## config.mk

```make
export PLATFORM = sky130hd
export DESIGN_NAME = match_ctrl_flat
export DESIGN_NICKNAME = d
export VERILOG_FILES = /design/src/rtl/pong_pkg.sv /design/src/rtl/match_ctrl_if.sv /design/src/rtl/match_ctrl_edge_rise.sv /design/src/rtl/match_ctrl.sv /design/src/flat_wrapper.sv
export SDC_FILE = /design/constraint.sdc
export NUM_CORES = 1
export LEC_CHECK = 0
export ABC_AREA = 1
export CORE_ASPECT_RATIO = 1.4
export CORE_MARGIN = 2
export CORE_UTILIZATION = 56
export DETAILED_ROUTE_END_ITERATION = 8
export GPL_TIMING_DRIVEN = 0
export PLACE_DENSITY = 0.79
export SLEW_MARGIN = 20
export SYNTH_ARGS = -nofsm -noshare
export SYNTH_HDL_FRONTEND = slang
export SYNTH_SLANG_ARGS = --single-unit
```

## constraint.sdc

```tcl
create_clock -name clk -period 1.99 [get_ports clk]
set_input_delay 0.597 -clock clk [delete_from_list [all_inputs] [get_ports clk]]
set_output_delay 0.597 -clock clk [all_outputs]
set_load 0.02 [all_outputs]
```

## src/rtl/pong_pkg.sv

```systemverilog
// pong_pkg: shared state, winner and serve encodings for the match-level logic
package pong_pkg;

    typedef enum logic [1:0] {
        IDLE  = 2'd0,
        PLAY  = 2'd1,
        POINT = 2'd2,
        OVER  = 2'd3
    } state_t;

    typedef enum logic [1:0] {
        WIN_NONE = 2'b00,
        WIN_P1   = 2'b01,
        WIN_P2   = 2'b10
    } winner_t;

    localparam logic SERVE_LEFT  = 1'b0;
    localparam logic SERVE_RIGHT = 1'b1;

    // Scores are single BCD digits, so the limit (<= 9) also caps the digit
    function automatic logic [3:0] bcd_inc_sat(input logic [3:0] s, input logic [3:0] lim);
        return (s >= lim) ? lim : s + 4'd1;
    endfunction

endpackage

```

## src/rtl/match_ctrl_if.sv

```systemverilog
// match_ctrl_if: game-core inputs and scoreboard/serve outputs of the match sequencer
interface match_ctrl_if;
    logic       start;
    logic       out_left;
    logic       out_right;
    logic [3:0] score_p1;
    logic [3:0] score_p2;
    logic       serve_hold;
    logic       serve_dir;
    logic       game_over;
    logic [1:0] winner;
    logic       blink;

    modport master (
        output start, out_left, out_right,
        input  score_p1, score_p2, serve_hold, serve_dir, game_over, winner, blink
    );

    modport slave (
        input  start, out_left, out_right,
        output score_p1, score_p2, serve_hold, serve_dir, game_over, winner, blink
    );
endinterface

```

## src/rtl/match_ctrl_edge_rise.sv

```systemverilog
// edge_rise: registered single-bit rising-edge detector with sync reset
module edge_rise (
    input  logic clk,
    input  logic reset,
    input  logic d,
    output logic rise
);
    logic prev;

    always_ff @(posedge clk) begin
        if (reset) begin
            prev <= 1'b0;
            rise <= 1'b0;
        end else begin
            prev <= d;
            rise <= d & ~prev;
        end
    end
endmodule

```

## src/rtl/match_ctrl.sv

```systemverilog
// match_ctrl: counts points, pauses between rallies, detects the winner and latches game-over
module match_ctrl
    import pong_pkg::*;
#(
    parameter int WIN_SCORE   = 9,
    parameter int SERVE_DELAY = 1500,
    parameter int DELAYWIDTH  = 11,
    parameter int BLINK_HALF  = 375
) (
    input logic         clk,
    input logic         reset,
    match_ctrl_if.slave bus
);
    localparam logic [3:0]            WIN        = 4'(WIN_SCORE);
    localparam logic [DELAYWIDTH-1:0] PAUSE_LAST = DELAYWIDTH'(SERVE_DELAY - 1);
    localparam logic [DELAYWIDTH-1:0] BLINK_LAST = DELAYWIDTH'(BLINK_HALF - 1);

    state_t                state, state_d;
    logic [DELAYWIDTH-1:0] cnt, cnt_d;
    logic [3:0]            p1, p1_d, p2, p2_d, inc1, inc2;
    logic                  dir, dir_d, hold, over, over_d, blink, blink_d;
    logic [1:0]            win, win_d;
    logic                  rise_l, rise_r;

    edge_rise u_rise_l (.clk(clk), .reset(reset), .d(bus.out_left),  .rise(rise_l));
    edge_rise u_rise_r (.clk(clk), .reset(reset), .d(bus.out_right), .rise(rise_r));

    assign inc1 = bcd_inc_sat(p1, WIN);
    assign inc2 = bcd_inc_sat(p2, WIN);

    always_comb begin
        state_d = state;
        cnt_d   = cnt;
        p1_d    = p1;
        p2_d    = p2;
        dir_d   = dir;
        over_d  = over;
        win_d   = win;
        blink_d = blink;
        case (state)
            IDLE: if (bus.start) begin
                state_d = PLAY;
                cnt_d   = '0;
                p1_d    = 4'd0;
                p2_d    = 4'd0;
                win_d   = WIN_NONE;
                over_d  = 1'b0;
            end
            PLAY: if (rise_l | rise_r) begin
                state_d = POINT;
                cnt_d   = '0;
                // Simultaneous exits cancel out: pause without scoring
                if (rise_l & ~rise_r) begin
                    p2_d  = inc2;
                    dir_d = SERVE_LEFT;
                    if (inc2 == WIN) begin
                        state_d = OVER;
                        win_d   = WIN_P2;
                        over_d  = 1'b1;
                        blink_d = 1'b1;
                    end
                end else if (rise_r & ~rise_l) begin
                    p1_d  = inc1;
                    dir_d = SERVE_RIGHT;
                    if (inc1 == WIN) begin
                        state_d = OVER;
                        win_d   = WIN_P1;
                        over_d  = 1'b1;
                        blink_d = 1'b1;
                    end
                end
            end
            POINT: begin
                cnt_d   = (cnt == PAUSE_LAST) ? '0 : cnt + 1'b1;
                state_d = (cnt == PAUSE_LAST) ? PLAY : POINT;
            end
            OVER: if (bus.start) begin
                state_d = IDLE;
                cnt_d   = '0;
                over_d  = 1'b0;
                win_d   = WIN_NONE;
                blink_d = 1'b0;
            end else begin
                cnt_d   = (cnt == BLINK_LAST) ? '0 : cnt + 1'b1;
                blink_d = (cnt == BLINK_LAST) ? ~blink : blink;
            end
            default: state_d = IDLE;
        endcase
    end

    always_ff @(posedge clk) begin
        if (reset) begin
            state <= IDLE;
            cnt   <= '0;
            p1    <= 4'd0;
            p2    <= 4'd0;
            dir   <= SERVE_LEFT;
            hold  <= 1'b1;
            over  <= 1'b0;
            win   <= WIN_NONE;
            blink <= 1'b0;
        end else begin
            state <= state_d;
            cnt   <= cnt_d;
            p1    <= p1_d;
            p2    <= p2_d;
            dir   <= dir_d;
            hold  <= (state_d != PLAY);
            over  <= over_d;
            win   <= win_d;
            blink <= blink_d;
        end
    end

    assign bus.score_p1   = p1;
    assign bus.score_p2   = p2;
    assign bus.serve_dir  = dir;
    assign bus.serve_hold = hold;
    assign bus.game_over  = over;
    assign bus.winner     = win;
    assign bus.blink      = blink;
endmodule

```

## src/flat_wrapper.sv

```systemverilog
// flat-port wrapper written by rule: the top's interface ports become plain ports
module match_ctrl_flat import pong_pkg::*;
#(
    parameter int WIN_SCORE   = 9,
    parameter int SERVE_DELAY = 1500,
    parameter int DELAYWIDTH  = 11,
    parameter int BLINK_HALF  = 375
)
  (clk, reset, bus_start, bus_out_left, bus_out_right, bus_score_p1, bus_score_p2, bus_serve_hold, bus_serve_dir, bus_game_over, bus_winner, bus_blink);
  match_ctrl_if bus_i ();
  input logic clk;
  input logic reset;
  input wire logic [$bits(bus_i.start)-1:0] bus_start;
  input wire logic [$bits(bus_i.out_left)-1:0] bus_out_left;
  input wire logic [$bits(bus_i.out_right)-1:0] bus_out_right;
  output wire logic [$bits(bus_i.score_p1)-1:0] bus_score_p1;
  output wire logic [$bits(bus_i.score_p2)-1:0] bus_score_p2;
  output wire logic [$bits(bus_i.serve_hold)-1:0] bus_serve_hold;
  output wire logic [$bits(bus_i.serve_dir)-1:0] bus_serve_dir;
  output wire logic [$bits(bus_i.game_over)-1:0] bus_game_over;
  output wire logic [$bits(bus_i.winner)-1:0] bus_winner;
  output wire logic [$bits(bus_i.blink)-1:0] bus_blink;
  assign bus_i.start = bus_start;
  assign bus_i.out_left = bus_out_left;
  assign bus_i.out_right = bus_out_right;
  assign bus_score_p1 = bus_i.score_p1;
  assign bus_score_p2 = bus_i.score_p2;
  assign bus_serve_hold = bus_i.serve_hold;
  assign bus_serve_dir = bus_i.serve_dir;
  assign bus_game_over = bus_i.game_over;
  assign bus_winner = bus_i.winner;
  assign bus_blink = bus_i.blink;
  match_ctrl #(.WIN_SCORE(WIN_SCORE), .SERVE_DELAY(SERVE_DELAY), .DELAYWIDTH(DELAYWIDTH), .BLINK_HALF(BLINK_HALF)) u_core (.clk(clk), .reset(reset), .bus(bus_i));
endmodule
```

==> impl_metrics.yaml, run 1 <==
outcome:
  status: "finished, final reports clean"
power:
  power.density_nw_per_um2: 686
  p_leak_nw: 0.916
  max-vdd-ir-drop_v: 0.000507
worst_setup_path:
  worstPathCellList: "clkdlybuf4s50_1"
  regToRegSetupSlack_ns: 0.17
  crit-reg2reg-launch: "u_core.state[0]"
  rr_endpoint: "u_core.cnt[9]"
  crit_path_start_kind: "register"
  worstPathRequired_ns: 1.39
  worstSetupPathDepth: 1
  r2r_cells: 12
  worst_path_max_delay_cell: "clkdlybuf4s50_1"
  critical_path.top_delay_family: "buffers and inverters"
  maximum_fanout_along_the_worst_path: 6
  worst_setup_path_endpoint: "bus_score_p2[2]"
  category_of_the_worst_setup_path_capture_point: "output port"
  timing_worst_setup_path_type: "reg2out"
  cp_arrival_ns: 1.32
  cp_slowest_stage_delay_ns: 0.63
  critPathLaunch: "u_core.bus.score_p2[2]"
  critical_path_buf_inv_count: 1
place:
  hpwl_um: 2680
  gp_congestion: 0.848
  dp.cells: 310
  pre_cts_slack_ns: -0.204
  io_buffer_count: 17
clock_network:
  clock_insertion_delay_worst_skew_ns: 0.28
  clk_path_buf_depth: 2
  cts_tree: "done"
  cts_max_level: 2
  cts_inserted_buffers: 5
  clk_pin_slew_ns: 0.06
  cts.sink_count: 31
  cts_hold_repair.buffers: 0
  clk_root_buffer_cell: "clkbuf_8"
synth:
  synthesized_netlist_net_count: 274
  post_synth_inst_count: 254
  yosys_most_used_dff: "dfxtp_1"
  netlist_top_cells_count: "58 x nand2_1, 44 x inv_1, 31 x dfxtp_1"
  proportion_of_synthesized_chip_area_in_sequential_cells_pct: 35.1
  synth.yosys.warnings: 0
  synth_area_leader_cell: "dfxtp_1"
  yosysUniqueCellTypes: 29
  number_of_enable_flip_flop_cells_after_synthesis: 0
  synth.area.top_cells: "dfxtp_1 35%, nand2_1 12%, ha_1 11%, inv_1 9.3%, a21oi_1 5.9%"
  synth.top_cell.area_share_pct: 35.1
  postSynth.asyncResetShare_pct: 0
  syn_area_sq_um: 1770
  post_synth.cell_area_avg_sq_um: 6.97
  dominant_cell_by_count_in_the_synthesized_netlist: "nand2_1"
  ys_ff_latch: 31
floorplanning:
  floorplan.io_pins: 19
  std_cell_rows: 24
  core-area_sq_um: 3060
  die-area_sq_um: 3630
  die_w_um: 51.5
  floorplan.die.height_um: 70.5
  initial_core_util_pct: 57.8
drt:
  routed_wl_um: 3420
  detail_route.first_pass.iterations: 4
  route.vias.total: 1621
  via_per_inst: 5.10
  detail_route.drc_violations: 0
  drt_iter0_markers: 23
  wire_per_inst_um: 10.8
  ant_nets: 0
final_layout:
  flow.area_growth_from_synthesis_pct: 18.5
  finalNetCount: 298
  final.fill_count: 282
  layout-drive-gt1-share_pct: 6.81
  insertedDiodeCount: 0
  final-instance-count-excl-fill: 318
  seq_area_sq_um: 621
  multiInputGateArea_sq_um: 966
global_route:
  globalRoute.totalOverflow: 0
  first_global_vias: 1491
  grt_max_degree: 11
  grt_pass1_wl_um: 5930
  grt_use_total_pct: 21.7
  number_of_antenna_violations_at_the_first_check_in_global_routing: 0
sta:
  period_needed_ns: 1.92
  slew-limit-headroom_pct: 68.8
  final_setup_violation_count: 0
  slew_at_the_pin_closest_to_its_max_slew_limit_ns: 0.468
  post-route-period-util_pct: 96.6
  hold_viol: 0
  maxSlewViolCount: 0
  setup_tns_ns: 0
  max_freq_mhz: 520
  unrepaired_setup_endpoints_after_global_routing: "no"
  timing.final.ws_setup_ns: 0.0684
  skew_ns: 0.00528
worst_hold_path:
  min_from: "u_core.u_rise_l.prev"
  min_path_type: "reg2reg"
run:
  max_cap_viol_count: 0
area by class of cell:
cell class,instances,area share (%)
Multi-Input combinational cell,175,46.1
Inverter,46,8.36
Clock buffer,8,4.78
Tap cell,39,2.33
Sequential cell,31,29.6
Timing Repair Buffer,17,8.48
Buffer,2,0.358
power breakdown:
part           switching [mW]  total [mW]  internal [mW]
clock network           0.217       0.532          0.315
logic                   0.156       0.244         0.0878
registers              0.0178       0.661          0.644
total                   0.391        1.44           1.05
layout by cell type, fill, tap and decap left out:
master,n
a22oi_1,1
a31oi_1,3
dlymetal6s2s_1,3
dfxtp_1,31
ha_1,15
nand2_2,3
o21ai_2,1
a21oi_1,21
nand2_4,3
inv_2,1
clkbuf_8,7
nor2_1,25
inv_1,44
xor2_1,1
o21ai_0,10
o31ai_1,1
a211oi_1,3
nand4_1,4
nand3_1,15
inv_4,1
nor2_4,1
nor3_1,3
nor2_2,1
clkdlybuf4s50_1,14
clkbuf_1,3
nand3b_1,1
nand2_1,58
a21oi_4,1
and2_1,1
o21a_1,1
o211ai_1,1
o21bai_1,1
stage by stage:
step	util, %	hold slack [ns]	power (mW)	instance area, sq um
after detailed placement	64.9	0.385	0.918	1990
after global routing	68.4	0.410	1.51	2100
after CTS	68.2	0.393	1.45	2090
after floorplan	-	0.374	0.846	1770
after global placement	64.9	0.380	0.913	1990
final	68.4	0.389	1.44	2100
state kept, by name, indices dropped and copies added (netlist names), 2 cells and up:
name and cells:
u_core.bus.score_p2 4, u_core.bus.winner 2, u_core.state 2, u_core.bus.score_p1 4, u_core.cnt 11
metal layers:
metal / vias to the layer above / share of wire, % / GRT usage, %
met5: - / 0 / 0
met4: 0 / 3.7 / 12.6
met3: 14 / 2.4 / 5.56
met2: 23 / 55 / 39.9
met1: 735 / 38 / 20.8
li1: 849 / - / -
logic make-up after synthesis:
| logic type | count (synthesis) | synth area share [%] |
|---|---|---|
| AO/OA/AOI/OAI | 44 | 14.6 |
| flip-flops | 31 | 35.1 |
| buffers and inverters | 48 | 10.3 |
| AND/OR/NAND/NOR | 115 | 28.9 |
| adder cells (fa/ha/maj) | 15 | 10.6 |
| XOR/XNOR | 1 | 0.495 |
worst min path at each step:
stage	endpoint	slack [ns]	depth (start not counted)
final	u_core.u_rise_l.rise	0.39	1
after global routing	u_core.u_rise_r.rise	0.41	1
after CTS	u_core.u_rise_l.rise	0.39	1
after detailed placement	u_core.u_rise_l.rise	0.38	1
after global placement	u_core.u_rise_r.rise	0.38	1
after floorplan	u_core.u_rise_l.rise	0.37	1
timing repair:
action | 4_1_cts | 5_1_grt
buffers inserted | 0 | 0
gates resized for setup | 0 | 3
setup endpoints to repair | 0 | 5
Note: power is estimated with default switching activity, not from simulation.
==> inputs of run 2 (changes only) <==
CORE_UTILIZATION = 55   (was 56)
PLACE_DENSITY = 0.77   (was 0.79)
clock period = 2.25 ns   (was 1.99 ns; I/O delays follow)
==> impl_metrics.yaml, run 2 (synthesized netlist as in run 1, its figures left out) <==
final_layout:
  insertedDiodeCount: 0
  max_flop_register: "u_core.cnt"
  layout-drive-gt1-share_pct: 6.81
  final-instance-count-excl-fill: 318
  layout_commonest_cell: "nand2_1"
  largest_register_ffs: 11
  most-common-layout-cells: "58 x nand2_1, 44 x inv_1, 31 x dfxtp_1"
  flow.area_growth_from_synthesis_pct: 18.0
  layout.core_utilization_pct: 67.5
  finalNetCount: 298
floorplanning:
  die_w_um: 51.9
  floorplan.die.height_um: 71.1
  std_cell_rows: 24
  floorplan.io_pins: 19
  core-area_sq_um: 3090
  die-area_sq_um: 3690
  initial_core_util_pct: 57.2
sta:
  unrepaired_setup_endpoints_after_global_routing: "no"
  maxSlewViolCount: 0
  slew-limit-headroom_pct: 69.0
  setup_tns_ns: 0
  period_needed_ns: 2.06
  final_setup_violation_count: 0
  slew_at_the_pin_closest_to_its_max_slew_limit_ns: 0.465
  post-route-period-util_pct: 91.7
  hold_viol: 0
  skew_ns: 0.00258
  max_freq_mhz: 485
worst_setup_path:
  cp_slowest_stage_delay_ns: 0.65
  critical_path.top_delay_family: "buffers and inverters"
  crit_path_start_kind: "register"
  r2r_cells: 8
  category_of_the_worst_setup_path_capture_point: "output port"
  maximum_fanout_along_the_worst_path: 7
  worst_path_max_delay_cell: "clkdlybuf4s50_1"
  crit-reg2reg-launch: "u_core.bus.score_p2[0]"
  cp_arrival_ns: 1.39
  rr_endpoint: "u_core.bus.game_over"
  critical_path_buf_inv_count: 1
  worstPathRequired_ns: 1.57
  timing_worst_setup_path_type: "reg2out"
  regToRegSetupSlack_ns: 0.46
  worstPathCellList: "clkdlybuf4s50_1"
global_route:
  groute.layer.met2.usage_pct: 40.2
  number_of_antenna_violations_at_the_first_check_in_global_routing: 0
  grt_busiest_layer: "met2"
  groute.layer.met1.usage_pct: 21.6
  globalRoute.totalOverflow: 0
  grt_max_degree: 11
  grt_use_total_pct: 22.1
  grt_pass1_wl_um: 6070
  first_global_vias: 1518
  grt.met3_usage_pct: 6.33
clock_network:
  clk_root_buffer_cell: "clkbuf_8"
  clock_insertion_delay_worst_skew_ns: 0.28
  cts_hold_repair.buffers: 0
  cts_inserted_buffers: 5
  clk_pin_slew_ns: 0.06
  cts_max_level: 2
  clk_path_buf_depth: 2
  post_cts.repair.setup_buffers: 0
  cts_tree: "done"
  cts.sink_count: 31
  post_cts_resize_count: 0
drt:
  detail_route.drc_violations: 0
  via_per_inst: 4.98
  ant_nets: 0
  wire_per_inst_um: 10.7
  routed_wl_um: 3410
  detail_route.first_pass.iterations: 4
  drt_iter0_markers: 36
  route.vias.total: 1584
outcome:
  status: "finished, final reports clean"
run:
  max_cap_viol_count: 0
place:
  dp.cells: 310
  gp_congestion: 0.847
  hpwl_um: 2670
  io_buffer_count: 17
worst_hold_path:
  min_path_type: "reg2reg"
  min_from: "u_core.u_rise_r.prev"
  holdPathEnd: "u_core.u_rise_r.rise"
  worstHoldPathCells: 1
power:
  max-vdd-ir-drop_v: 0.000543
  p_leak_nw: 0.871
  power.density_nw_per_um2: 610
[run 2: where the power goes]
group,switching (mW),internal [mW],leakage [nW]
registers,0.0155,0.569,0.252
logic,0.136,0.0779,0.568
clock network,0.197,0.279,0.0515
total,0.349,0.926,0.871
[run 2: worst max-delay path by stage]
stage	depth (start not counted)	start	end	slack, ns
after floorplan	8	u_core.bus.score_p2[0]	u_core.bus.winner[0]	0.55
after global placement	12	bus_start	u_core.cnt[9]	-0.02
after detailed placement	8	bus_start	u_core.cnt[10]	-0.01
after CTS	1	u_core.bus.score_p2[0]	bus_score_p2[0]	0.19
after global routing	8	bus_start	u_core.cnt[10]	0.13
final	1	u_core.bus.score_p2[0]	bus_score_p2[0]	0.19
[run 2: metrics by stage]
| step | total power [mW] | hold WS [ns] | cell area (sq um) | setup WS, ns |
|---|---|---|---|---|
| floorplan | 0.748 | 0.374 | 1770 | 0.546 |
| global placement | 0.809 | 0.381 | 1990 | -0.0207 |
| detailed placement | 0.811 | 0.388 | 1990 | -0.0117 |
| CTS | 1.29 | 0.397 | 2090 | 0.190 |
| global route | 1.34 | 0.422 | 2090 | 0.126 |
| finish | 1.27 | 0.390 | 2090 | 0.187 |
[run 2: metal layers]
| metal | wire length, um | share of wire (%) | vias up |
|---|---|---|---|
| met4 | 91 | 2.7 | 0 |
| met1 | 1410 | 41 | 702 |
| met5 | 0 | 0 | - |
| li1 | - | - | 856 |
| met3 | 98 | 2.9 | 9 |
| met2 | 1810 | 53 | 17 |
[run 2: layout make-up]
type,count,area [sq um]
fill,272,1000
multi-input combinational,175,966
sequential,31,621
inverter,46,175
timing repair buffer,17,170
clock buffer,8,100
tap,39,48.8
buffer,2,7.51
[run 2: worst register-to-register path: stages (launching register included)]
cell and delay (ns):
dfxtp_1 0.45, inv_1 0.09, ha_1 0.31, o21ai_0 0.16, nand2_1 0.13, a21oi_4 0.21, nand3_1 0.15, nand2_1 0.10
a21oi_1 0.06
